--- config.mk ---
export PLATFORM = sky130hd
export DESIGN_NAME = cmos_pixel_packer
export DESIGN_NICKNAME = d
export VERILOG_FILES = /design/src/rtl/ddr_fb_pkg.sv /design/src/rtl/vs_edge_det.sv /design/src/rtl/cmos_pixel_packer.sv
export SDC_FILE = /design/constraint.sdc
export NUM_CORES = 1
export LEC_CHECK = 0
export BUFFER_PORTS_ARGS = -buffer_cell sky130_fd_sc_hd__buf_2
export CORE_MARGIN = 1.5
export CORE_UTILIZATION = 35
export DETAILED_ROUTE_END_ITERATION = 8
export HOLD_SLACK_MARGIN = 0.08
export PLACE_DENSITY = 0.58
export RECOVER_POWER = 25
export SYNTH_ARGS = -nofsm -noshare
export SYNTH_HDL_FRONTEND = slang
export SYNTH_SLANG_ARGS = --single-unit
--- constraint.sdc ---
create_clock -name i_clk -period 3.7 [get_ports i_clk]
set_input_delay 0.37 -clock i_clk [delete_from_list [all_inputs] [get_ports i_clk]]
set_output_delay 0.37 -clock i_clk [all_outputs]
set_load 0.02 [all_outputs]
--- src/rtl/ddr_fb_pkg.sv ---
// ddr_fb_pkg: shared frame-buffer geometry defaults and packer state encoding.
package ddr_fb_pkg;
    localparam int PIX_WIDTH   = 16;
    localparam int DATA_WIDTH  = 256;
    localparam int FRAME_WORDS = 49152;
    typedef enum logic [1:0] {WAIT_VS, ACTIVE, FULL} state_t;
endpackage

--- src/rtl/vs_edge_det.sv ---
// vs_edge_det: registers vsync once and flags its rising edge combinationally.
module vs_edge_det (
    input  logic i_clk,
    input  logic i_rst,
    input  logic i_vs,
    output logic o_vs_d,
    output logic o_rise
);
    logic r_vs;
    always_ff @(posedge i_clk) begin
        if (i_rst) r_vs <= 1'b0;
        else       r_vs <= i_vs;
    end
    assign o_vs_d = r_vs;
    assign o_rise = i_vs & ~r_vs;
endmodule

--- src/rtl/cmos_pixel_packer.sv ---
// cmos_pixel_packer: packs pixels into wide frame-buffer words, aligning each frame to vsync.
module cmos_pixel_packer #(
    parameter int PIX_WIDTH   = ddr_fb_pkg::PIX_WIDTH,
    parameter int DATA_WIDTH  = ddr_fb_pkg::DATA_WIDTH,
    parameter int FRAME_WORDS = ddr_fb_pkg::FRAME_WORDS
) (
    input  logic                  i_clk,
    input  logic                  i_rst,
    input  logic                  i_pix_vs,
    input  logic                  i_pix_de,
    input  logic [PIX_WIDTH-1:0]  i_pix_data,
    output logic                  o_sys_we,
    output logic [DATA_WIDTH-1:0] o_sys_data_in,
    output logic                  o_vin_vs,
    output logic                  o_frame_done,
    output logic [15:0]           o_word_cnt,
    output logic                  o_frame_err,
    output logic [7:0]            o_drop_cnt
);
    import ddr_fb_pkg::*;
    localparam int LANES = DATA_WIDTH / PIX_WIDTH;
    localparam int LW = $clog2(LANES);
    localparam logic [LW-1:0] LANE_MAX = LW'(LANES - 1);
    localparam logic [15:0] LAST_WORD = 16'(FRAME_WORDS - 1);

    state_t                r_state;
    logic [LW-1:0]         r_lane;
    logic [DATA_WIDTH-1:0] r_stage;
    logic [DATA_WIDTH-1:0] r_data;
    logic                  r_we;
    logic                  r_done;
    logic [15:0]           r_word_cnt;
    logic                  r_err;
    logic [7:0]            r_drop;
    logic                  r_ovr;
    logic                  w_rise;
    logic                  w_accept;
    logic [LW-1:0]         w_lane;
    logic [DATA_WIDTH-1:0] w_stage;
    logic [7:0]            w_drop_inc;

    vs_edge_det u_vs (
        .i_clk  (i_clk),
        .i_rst  (i_rst),
        .i_vs   (i_pix_vs),
        .o_vs_d (o_vin_vs),
        .o_rise (w_rise)
    );

    // A pixel coincident with the vsync rise lands in lane 0 of the new frame.
    assign w_lane     = w_rise ? '0 : r_lane;
    assign w_accept   = i_pix_de && (w_rise || r_state == ACTIVE);
    assign w_drop_inc = r_drop + {7'd0, ~&r_drop};

    always_comb begin
        w_stage = r_stage;
        w_stage[w_lane*PIX_WIDTH +: PIX_WIDTH] = i_pix_data;
    end

    always_ff @(posedge i_clk) begin
        if (i_rst) begin
            r_state    <= WAIT_VS;
            r_lane     <= '0;
            r_stage    <= '0;
            r_data     <= '0;
            r_we       <= 1'b0;
            r_done     <= 1'b0;
            r_word_cnt <= '0;
            r_err      <= 1'b0;
            r_drop     <= '0;
            r_ovr      <= 1'b0;
        end else begin
            r_we   <= 1'b0;
            r_done <= 1'b0;
            if (w_rise) begin
                r_state    <= ACTIVE;
                r_lane     <= '0;
                r_word_cnt <= '0;
                r_ovr      <= 1'b0;
                if (r_state == ACTIVE) begin
                    r_err  <= 1'b1;
                    r_drop <= w_drop_inc;
                end
            end
            if (w_accept) begin
                r_stage <= w_stage;
                r_lane  <= w_lane + 1'b1;
                if (w_lane == LANE_MAX) begin
                    r_data     <= w_stage;
                    r_we       <= 1'b1;
                    r_word_cnt <= r_word_cnt + 16'd1;
                    if (r_word_cnt == LAST_WORD) begin
                        r_done  <= 1'b1;
                        r_state <= FULL;
                    end
                end
            end
            // Overrun is reported once per frame, however many extra pixels arrive.
            if (!w_rise && r_state == FULL && i_pix_de && !r_ovr) begin
                r_ovr  <= 1'b1;
                r_err  <= 1'b1;
                r_drop <= w_drop_inc;
            end
        end
    end

    assign o_sys_we      = r_we;
    assign o_sys_data_in = r_data;
    assign o_frame_done  = r_done;
    assign o_word_cnt    = r_word_cnt;
    assign o_frame_err   = r_err;
    assign o_drop_cnt    = r_drop;
endmodule
# Yosys cells after proc, flatten, opt, wreduce, memory -nomap -nowiden

Index checks and enable logic that the tools add are counted.

Register bits: 547
Bits of input ports: 20
Output and inout port bits: 284

Add/sub/neg operators: 4
Equal/unequal tests: 4
Shifts and indexed selects: 2
Muxes and demuxes: 20
Bitwise operators: 4
Reduce and logical (&&, ||, !) cells: 15

Operators with widths:

| operator                                                 | number |
|---|---|
| bitwise mux 256 bit                                      | 1 |
| variable shift 16 x 34 -> 256 bit (first input constant) | 1 |
| indexed part select 16 x 34 -> 256 bit                   | 1 |
| two-way mux 16 bit                                       | 3 |
| negator 8 -> 34 bit                                      | 1 |
| two-way mux 8 bit                                        | 3 |
| adder 16 x 1 -> 16 bit (second input constant)           | 1 |
| == test 16 bit (second input constant)                   | 1 |
| adder 8 x 1 -> 8 bit                                     | 1 |
| two-way mux 2 bit                                        | 4 |
| two-way mux 4 bit                                        | 2 |
| AND reduction 8 bit                                      | 1 |
| two-way mux 1 bit                                        | 7 |
| adder 4 x 1 -> 4 bit (second input constant)             | 1 |
| == test 4 bit (second input constant)                    | 1 |
| logical AND 1 bit                                        | 4 |
| AND reduction 2 bit                                      | 2 |
| nonzero test 2 bit                                       | 2 |
| zero test 1 bit                                          | 3 |
| inverter 1 bit                                           | 3 |
| OR reduction 3 bit                                       | 1 |
| == test 2 x 1 -> 1 bit (second input constant)           | 1 |
| == test 2 bit (second input constant)                    | 1 |
| OR reduction 2 bit                                       | 1 |
| 2 further kinds                                          | 2 |

# Logic depth before layout (Yosys ltp)

Gate-level depths: netlist (run 1).

Word-level depth: 8
Mapped depth: 14
Mapped depth without buffers: 9

# Cells and area by module

A second synthesis (run 1) with hierarchy kept.

Cell total of the unflattened synthesis: 2693
Area, all modules: 22656.7 um2

By module, submodules not included:

| module            | instances | cells an instance | area each (um2) |
|---|---|---|---|
| cmos_pixel_packer | 1         | 2690              | 22609.2 |
| vs_edge_det       | 1         | 3                 | 47.5 |

# Least setup slack after synthesis (run 1)

No wires, ideal clock.

Path type: flip-flop to flip-flop
From: register u_vs.r_vs, in the netlist u_vs.o_vs_d
To: register r_data[102], in the netlist o_sys_data_in[102]
Data arrival time: 3.084 ns
Required time: 3.614 ns
Path slack: 0.531 ns
Cell stages (with the launch flop): 14
Path buffers: 5
Cells stage by stage: dfxtp_1 nand2b_1 buf_4 buf_2 clkbuf_1 nand2_1 ha_1 inv_1 a211o_1 or2_2 buf_2 buf_4 mux2i_1 a211oi_1

Cells in the longest elaborated chain, start to end: 6
Elaborated cells between the ends (all ways): 11

RTL lines:

| element                                                                                     | line                    | text |
|---|---|---|
| start: declaration                                                                          | vs_edge_det.sv:9        | `logic r_vs;` |
| start signal: assignment                                                                    | vs_edge_det.sv:12       | `else r_vs <= i_vs;` |
| inverter 1 bit *                                                                            | vs_edge_det.sv:15       | `assign o_rise = i_vs & ~r_vs;` |
| AND 1 bit *                                                                                 | vs_edge_det.sv:15       |  |
| two-way mux 4 bit                                                                           | -                       |  |
| negator 8 -> 34 bit                                                                         | cmos_pixel_packer.sv:57 | `w_stage[w_lane*PIX_WIDTH +: PIX_WIDTH] = i_pix_data;` |
| indexed part select 16 x 34 -> 256 bit or variable shift 16 x 34 -> 256 bit (tied branches) | cmos_pixel_packer.sv:57 |  |
| bitwise mux 256 bit                                                                         | cmos_pixel_packer.sv:57 |  |
| end signal: assignment                                                                      | cmos_pixel_packer.sv:89 | `r_data <= w_stage;` |
| end: declaration                                                                            | cmos_pixel_packer.sv:29 | `logic [DATA_WIDTH-1:0] r_data;` |

Mark *: on every way between the ends. The rest lies on a longest branch, timed or not.
A chain may end at the register's enable or synchronous reset.

# Worst setup path after layout (run 1)

From: input i_pix_vs
To: register r_stage[210]

Cells in the longest elaborated chain, start to end: 5
Elaborated cells between the ends (all ways): 8

RTL lines:

| element                                                                                     | line                    | text |
|---|---|---|
| start: declaration                                                                          | cmos_pixel_packer.sv:9  | `input logic i_pix_vs,` |
| AND 1 bit *                                                                                 | vs_edge_det.sv:15       |  |
| two-way mux 4 bit                                                                           | -                       |  |
| negator 8 -> 34 bit                                                                         | cmos_pixel_packer.sv:57 |  |
| indexed part select 16 x 34 -> 256 bit or variable shift 16 x 34 -> 256 bit (tied branches) | cmos_pixel_packer.sv:57 |  |
| bitwise mux 256 bit                                                                         | cmos_pixel_packer.sv:57 |  |
| end signal: assignment                                                                      | cmos_pixel_packer.sv:86 | `r_stage <= w_stage;` |
| end: declaration                                                                            | cmos_pixel_packer.sv:28 | `logic [DATA_WIDTH-1:0] r_stage;` |

Marks and branches as above.

==> impl_metrics.json, run 1 <==
{
  "status": "finished, final reports clean",
  "cp.arrival_ns": 3.80,
  "p_int_w": 0.00979,
  "combPwrFrac": 0.030,
  "tns_ns": 0,
  "final_common_cell": "dfxtp_1",
  "drive_above_1_share": 0.108,
  "max-cap-violations": 0,
  "drtPass1Iterations": 5,
  "start_util": 0.355,
  "critPathBufInv": 3,
  "ant_nets": 0,
  "grtUsageTotal": 0.219,
  "rsz0062_at_grt": "false",
  "via_count": 20100,
  "wl_um": 75000,
  "grt_pass1_vias": 18900,
  "path_class": "primary input to flop",
  "cts_buffers": 59,
  "worstPathCellList": "dlygate4sd3_1 > buf_2 > nand2b_1 > nand2_1 > ha_1 > nand2b_1 > a211oi_4 > buf_4 > nand3_1 > nand2_1 > a21oi_1",
  "setup_violations": 0,
  "max_slew_margin": 0.372,
  "grt_max_degree": 150,
  "drtIter0Drc": 1564,
  "clk_pin_slew_ns": 0.07,
  "insertion_delay_ns": 0.64,
  "routabilityCongestion": 0.868,
  "tightestPinTransition_ns": 0.942,
  "chipHeight_um": 257,
  "grt_overflow": 0,
  "syn_nets": 2689,
  "clock_skew_ns": 0.0361,
  "power_w": 0.0126,
  "min_period_ns": 3.34,
  "dp_hpwl_um": 49100,
  "sw_frac_of_total": 0.222,
  "die_x_um": 257,
  "post_cts_buffers": 0,
  "start_kind": "primary input",
  "die_area_um2": 65800,
  "p_clk_frac": 0.500,
  "cts_hold_buf": 1,
  "hp-class": "primary input to flop",
  "postCtsResizedCells": 0,
  "viasPerCell": 5.35,
  "synth_warnings": 0,
  "reg2reg_slack_ns": 0.39,
  "synth_ff_type": "dfxtp_1",
  "clock-root-buffer": "clkbuf_16",
  "area_delta_synth_final_pct": 18.7,
  "path_max_fanout": 28,
  "async_reset_ff_frac": 0,
  "fin_crit_sh": 0.902,
  "row_count": 92,
  "fmax_mhz": 300,
  "wl_per_cell_um": 20.0,
  "cts_max_path_buffers": 3,
  "fillers": 6427,
  "pwr_density_cell_nw_per_um2": 471,
  "power.switching_w": 0.00280,
  "grt_pass1_wl_um": 114000,
  "slowest_stage": "dlygate4sd3_1",
  "p_leak_nw": 9.85,
  "yosysUniqueCellTypes": 59,
  "critPathRequiredTime_ns": 4.17,
  "place_ws_ns": 0.359,
  "seqPwrFrac": 0.470,
  "synthCells": 2660,
  "port_buffers": 303,
  "vdd.ir_drop.worst_v": 0.000405,
  "final_max_slew_viol_count": 0,
  "io_pins": 304,
  "cts.sinks": 547,
  "hold_viol_final": 0,
  "tritoncts": "done",
  "syn_area_um2": 22500,
  "crit_family": "simple AND/OR/NAND/NOR gates",
  "synth-edff-count": 0,
  "grt_antenna_before_repair": 4,
  "drc": 0,
  "core_um2": 63300,
  "layout_common_cells": "dfxtp_1 (547), nand2_1 (412), nor2_1 (375)",
  "ys_seq_elements": 547,
  "cp_slowest_stage_delay_ns": 0.56,
  "nets": 2886,
  "end_kind": "flop",
  "timing.final.ws_setup_ns": 0.364,
  "avgSynthCellArea_um2": 8.46,
  "htreeDepth": 2,
  "ys_seq_area_frac": 0.487
}
-- worst register-to-register path, cell delays in order, from the launching register on --
cell and delay [ns]:
dfxtp_1 0.36, nand2b_1 0.43, nand2_1 0.20, ha_1 0.29, nand2b_1 0.31, a211oi_4 0.36
buf_4 0.37, nand3_1 0.53, nand2_1 0.21, a21oi_1 0.09
-- registers in the layout (all words and copies together) (netlist names) --
signal         count
r_stage          256
o_frame_done       1
u_vs.o_vs_d        1
r_ovr              1
r_lane             4
r_state            2
o_word_cnt        16
o_drop_cnt         8
o_sys_data_in    256
o_frame_err        1
o_sys_we           1
-- final timing paths --
check | end | depth (start not counted) | startpoint
setup / recovery | r_stage[210] | 11 | i_pix_vs
hold / removal | r_ovr | 3 | i_pix_de
setup reg to reg | r_stage[210] | 9 | u_vs.o_vs_d
hold reg to reg | o_frame_err | 2 | o_frame_err
-- final cells by class --
| class | count | area (um2) | share of cell area |
|---|---|---|---|
| well taps | 846 | 1060 | 0.0396 |
| diodes | 4 | 10.0 | 0.000375 |
| inverters | 12 | 45.0 | 0.00169 |
| multi-input cells | 1849 | 10500 | 0.394 |
| flip-flops and latches | 547 | 11000 | 0.410 |
| clock inverters | 28 | 364 | 0.0136 |
| repair buffers | 388 | 2040 | 0.0762 |
| clock buffers | 83 | 1720 | 0.0643 |
-- cells by family after synthesis --
| family | synth area share |
|---|---|
| AOI/OAI and AO/OA | 0.152 |
| xor gates and xnor gates | 0.00272 |
| adders and majority gates | 0.00500 |
| buffers and inverters | 0.0475 |
| DFF | 0.487 |
| muxes | 0.0721 |
| and+or+nand+nor | 0.234 |
-- synth_stat cells, drive strengths merged, types with 6 or more instances --
library cell  number  area (um2)
ha                 9         113
nor2b              6        37.5
dfxtp            547       11000
nand4             14         100
clkbuf           197         742
a2111oi           46         409
nor3             108         546
a211oi           135        1020
nand2b            35         219
or3                6        37.5
buf               55         282
mux2i            162        1620
a21oi            201        1020
nand3             61         310
nor3b             17         138
o21bai            14         105
xnor2              7        61.3
and3               9        56.3
and2              34         213
nand2            413        1550
inv               12        45.0
nand3b            36         270
nor2             376        1410
o21ai             24         131
a311oi            55         482
nor4              35         269
o21a              17         128
-- per-stage QoR --
stage               hold slack, ns  cell area (um2)   util  instances
finish                       0.145            26700  0.422       3757
global route                 0.173            26700  0.422       3755
CTS                         0.0855            27000  0.426       3753
detailed placement           0.437            24900  0.393       3641
global placement             0.434            24900  0.393       3641
floorplan                    0.436            22500      -       2660
-- per-layer routing --
metal / track usage / up-vias / share of wire
met4: 0.0884 / 0 / 0.036
li1: - / 9670 / -
met1: 0.284 / 9671 / 0.43
met2: 0.360 / 635 / 0.47
met3: 0.0391 / 139 / 0.062
met5: 0 / - / 0
-- power groups by stage --
stage          Sequential, W  Clock, W  Combinational (W)
6_report             0.00591   0.00629           0.000376
5_1_grt              0.00591   0.00664           0.000399
4_1_cts              0.00591   0.00640           0.000376
3_5_place_dp         0.00604         0           0.000374
3_3_place_gp         0.00604         0           0.000369
2_1_floorplan        0.00604         0           0.000210
Note: power is estimated with default switching activity, not from simulation.
==> inputs of run 2 (changes only) <==
ABC_AREA = 1   (was not set)
==> impl_metrics.json, run 2 <==
{
  "clk_pin_slew_ns": 0.06,
  "cp_slowest_stage_delay_ns": 0.54,
  "sw_frac_of_total": 0.255,
  "cp.arrival_ns": 3.75,
  "max-cap-violations": 0,
  "cts_buffers": 61,
  "setup_violations": 0,
  "path_max_fanout": 37,
  "fin_crit_sh": 0.861,
  "die_x_um": 265,
  "vdd.ir_drop.worst_v": 0.000342,
  "clock_skew_ns": 0.0160,
  "multi_input_area_um2": 10100,
  "path_class": "primary input to flop",
  "min_period_ns": 3.18,
  "cts.sinks": 547,
  "cts_max_path_buffers": 3,
  "p_int_w": 0.0102,
  "yosysTopAreaCellShare": 0.457,
  "grt_antenna_before_repair": 0,
  "via_count": 22300,
  "row_count": 95,
  "start_util": 0.355,
  "grt_max_degree": 195,
  "postCtsResizedCells": 0,
  "htreeDepth": 2,
  "tightestPinTransition_ns": 0.908,
  "final_common_cell": "nor2_1",
  "area_delta_synth_final_pct": 17.1,
  "wl_um": 76300,
  "drc": 0,
  "synthCells": 3538,
  "hp-class": "primary input to flop",
  "synth_warnings": 0,
  "status": "finished, final reports clean",
  "io_pins": 304,
  "wl_per_cell_um": 16.4,
  "insertion_delay_ns": 0.63,
  "drtIter0Drc": 1930,
  "rr_worst_depth": 13,
  "r2r_end": "r_stage[18]",
  "reg2reg_slack_ns": 0.54,
  "layout.area.seq_um2": 11000,
  "max_slew_margin": 0.390,
  "cp_common_cell": "nand2_1",
  "ant_nets": 0,
  "nets": 3763,
  "worstPathCellList": "dlygate4sd3_1 > clkbuf_1 > nand2_4 > nand2_1 > nand2_1 > inv_2 > ha_1 > buf_4 > nand3_2 > inv_2 > nand2_1 > nand2_1 > o21ai_0 > inv_1",
  "diodes": 0,
  "hold_depth": 3,
  "drive_above_1_share": 0.0811,
  "viasPerCell": 4.78,
  "postPlaceCellArea_um2": 26200,
  "power.switching_w": 0.00348,
  "synth_ff_type": "dfxtp_1",
  "power_w": 0.0137,
  "design_area_um2": 28000,
  "fmax_mhz": 314,
  "rsz0062_at_grt": "false",
  "syn_area_um2": 23900,
  "crit_start": "i_pix_vs",
  "synth-edff-count": 0,
  "syn_nets": 3567,
  "tns_ns": 0,
  "yosysUniqueCellTypes": 34,
  "slowest_stage": "dlygate4sd3_1",
  "synth_common_cells": "nor2_1 (613), dfxtp_1 (547), o21ai_0 (498), inv_1 (495), nand2_1 (491)",
  "grt_pass1_wl_um": 116000,
  "dp_hpwl_um": 50200,
  "routabilityCongestion": 0.794,
  "combPwrFrac": 0.084,
  "ys_seq_area_frac": 0.457,
  "p_clk_frac": 0.461,
  "hold_viol_final": 0,
  "grt_overflow": 0,
  "ys_seq_elements": 547,
  "synth.most_common_cell": "nor2_1",
  "layout_common_cells": "nor2_1 (605), dfxtp_1 (547), o21ai_0 (498)",
  "r2r_start": "u_vs.o_vs_d",
  "endpoint": "r_stage[18]",
  "p_leak_nw": 13.7,
  "chipHeight_um": 265,
  "synth.area.top_cells": "dfxtp_1 (46%), o21ai_0 (10%), nor2_1 (9.6%)",
  "fillers": 7144,
  "synth_top_area_cell": "dfxtp_1",
  "grt_pass1_vias": 19500,
  "pwr_density_cell_nw_per_um2": 488,
  "die_area_um2": 70000,
  "critPathRequiredTime_ns": 4.26,
  "avgSynthCellArea_um2": 6.77,
  "end_kind": "flop",
  "async_reset_ff_frac": 0,
  "clock-root-buffer": "clkbuf_16",
  "final_max_slew_viol_count": 0,
  "tritoncts": "done",
  "start_kind": "primary input",
  "port_buffers": 303,
  "core_um2": 67400,
  "drtPass1Iterations": 5,
  "seqPwrFrac": 0.454,
  "grtUsageTotal": 0.210,
  "final_util": 0.416
}
==> run 2: changes by cell type after synthesis, moves of 63 or more <==
cell,before,now
inv_1,12,495
o21ai_0,20,498
nor2_1,375,613
mux2i_1,162,0
o21ai_1,1,137
a211oi_1,134,1
nand3_1,60,168
nand2_1,412,491
nor3_1,107,39
clkbuf_1,195,132
==> run 2: power by group through the flow <==
stage | registers (W) | logic (W) | clock network [W]
6_report | 0.00622 | 0.00115 | 0.00631
5_1_grt | 0.00623 | 0.00131 | 0.00669
4_1_cts | 0.00621 | 0.00115 | 0.00643
3_5_place_dp | 0.00634 | 0.00115 | 0
3_3_place_gp | 0.00634 | 0.00113 | 0
2_1_floorplan | 0.00632 | 0.000845 | 0
==> run 2: final cells by class <==
cell class | count | share of cell area
sequential | 547 | 0.391
timing repair buffer | 371 | 0.0676
tap | 873 | 0.0390
clock buffer | 94 | 0.0654
inverter | 508 | 0.0685
clock inverter | 19 | 0.00902
multi-input combinational | 2245 | 0.360
==> run 2: routing by layer <==
layer,wire length [um],up-vias,GRT usage
met5,0,-,0
met4,2310,0,0.0707
met3,4770,107,0.0370
met2,34800,560,0.338
met1,34500,10000,0.284
li1,-,11600,-
==> run 2: cell families after synthesis <==
kind of cell	share of synthesized area
AO/OA/AOI/OAI	0.187
AND/OR/NAND/NOR	0.228
adder cells (fa/ha/maj)	0.00470
flip-flops	0.457
buffers and inverters	0.123
XOR/XNOR	0.000366
==> run 2: how the worst min path moves through the flow <==
| stage | start | end |
|---|---|---|
| finish | i_pix_de | r_ovr |
| floorplan | r_ovr | r_ovr |
| detailed placement | o_frame_err | o_frame_err |
| global placement | o_frame_err | o_frame_err |
| global route | i_rst | o_word_cnt[14] |
| CTS | i_rst | o_frame_done |
==> run 2: through the flow <==
| step | worst slack, ns | std cells | hold WS, ns |
|---|---|---|---|
| detailed placement | 0.501 | 4543 | 0.471 |
| floorplan | 1.12 | 3538 | 0.456 |
| global route | 0.235 | 4657 | 0.154 |
| finish | 0.515 | 4657 | 0.178 |
| CTS | 0.575 | 4657 | 0.139 |
| global placement | 0.589 | 4543 | 0.461 |
==> run 2: critical path, delay by kind of cell <==
kind | cells | cell delay (ns)
compound gates | 1 | 0.07
fa+ha+maj | 1 | 0.33
buf+inv | 6 | 1.68
simple gates | 6 | 1.27
==> run 2: what timing repair did <==
| item | in CTS | in global routing |
|---|---|---|
| hold buffers | 1 | 0 |
| buffers inserted | 0 | 0 |
| hold endpoints to repair | 1 | 0 |
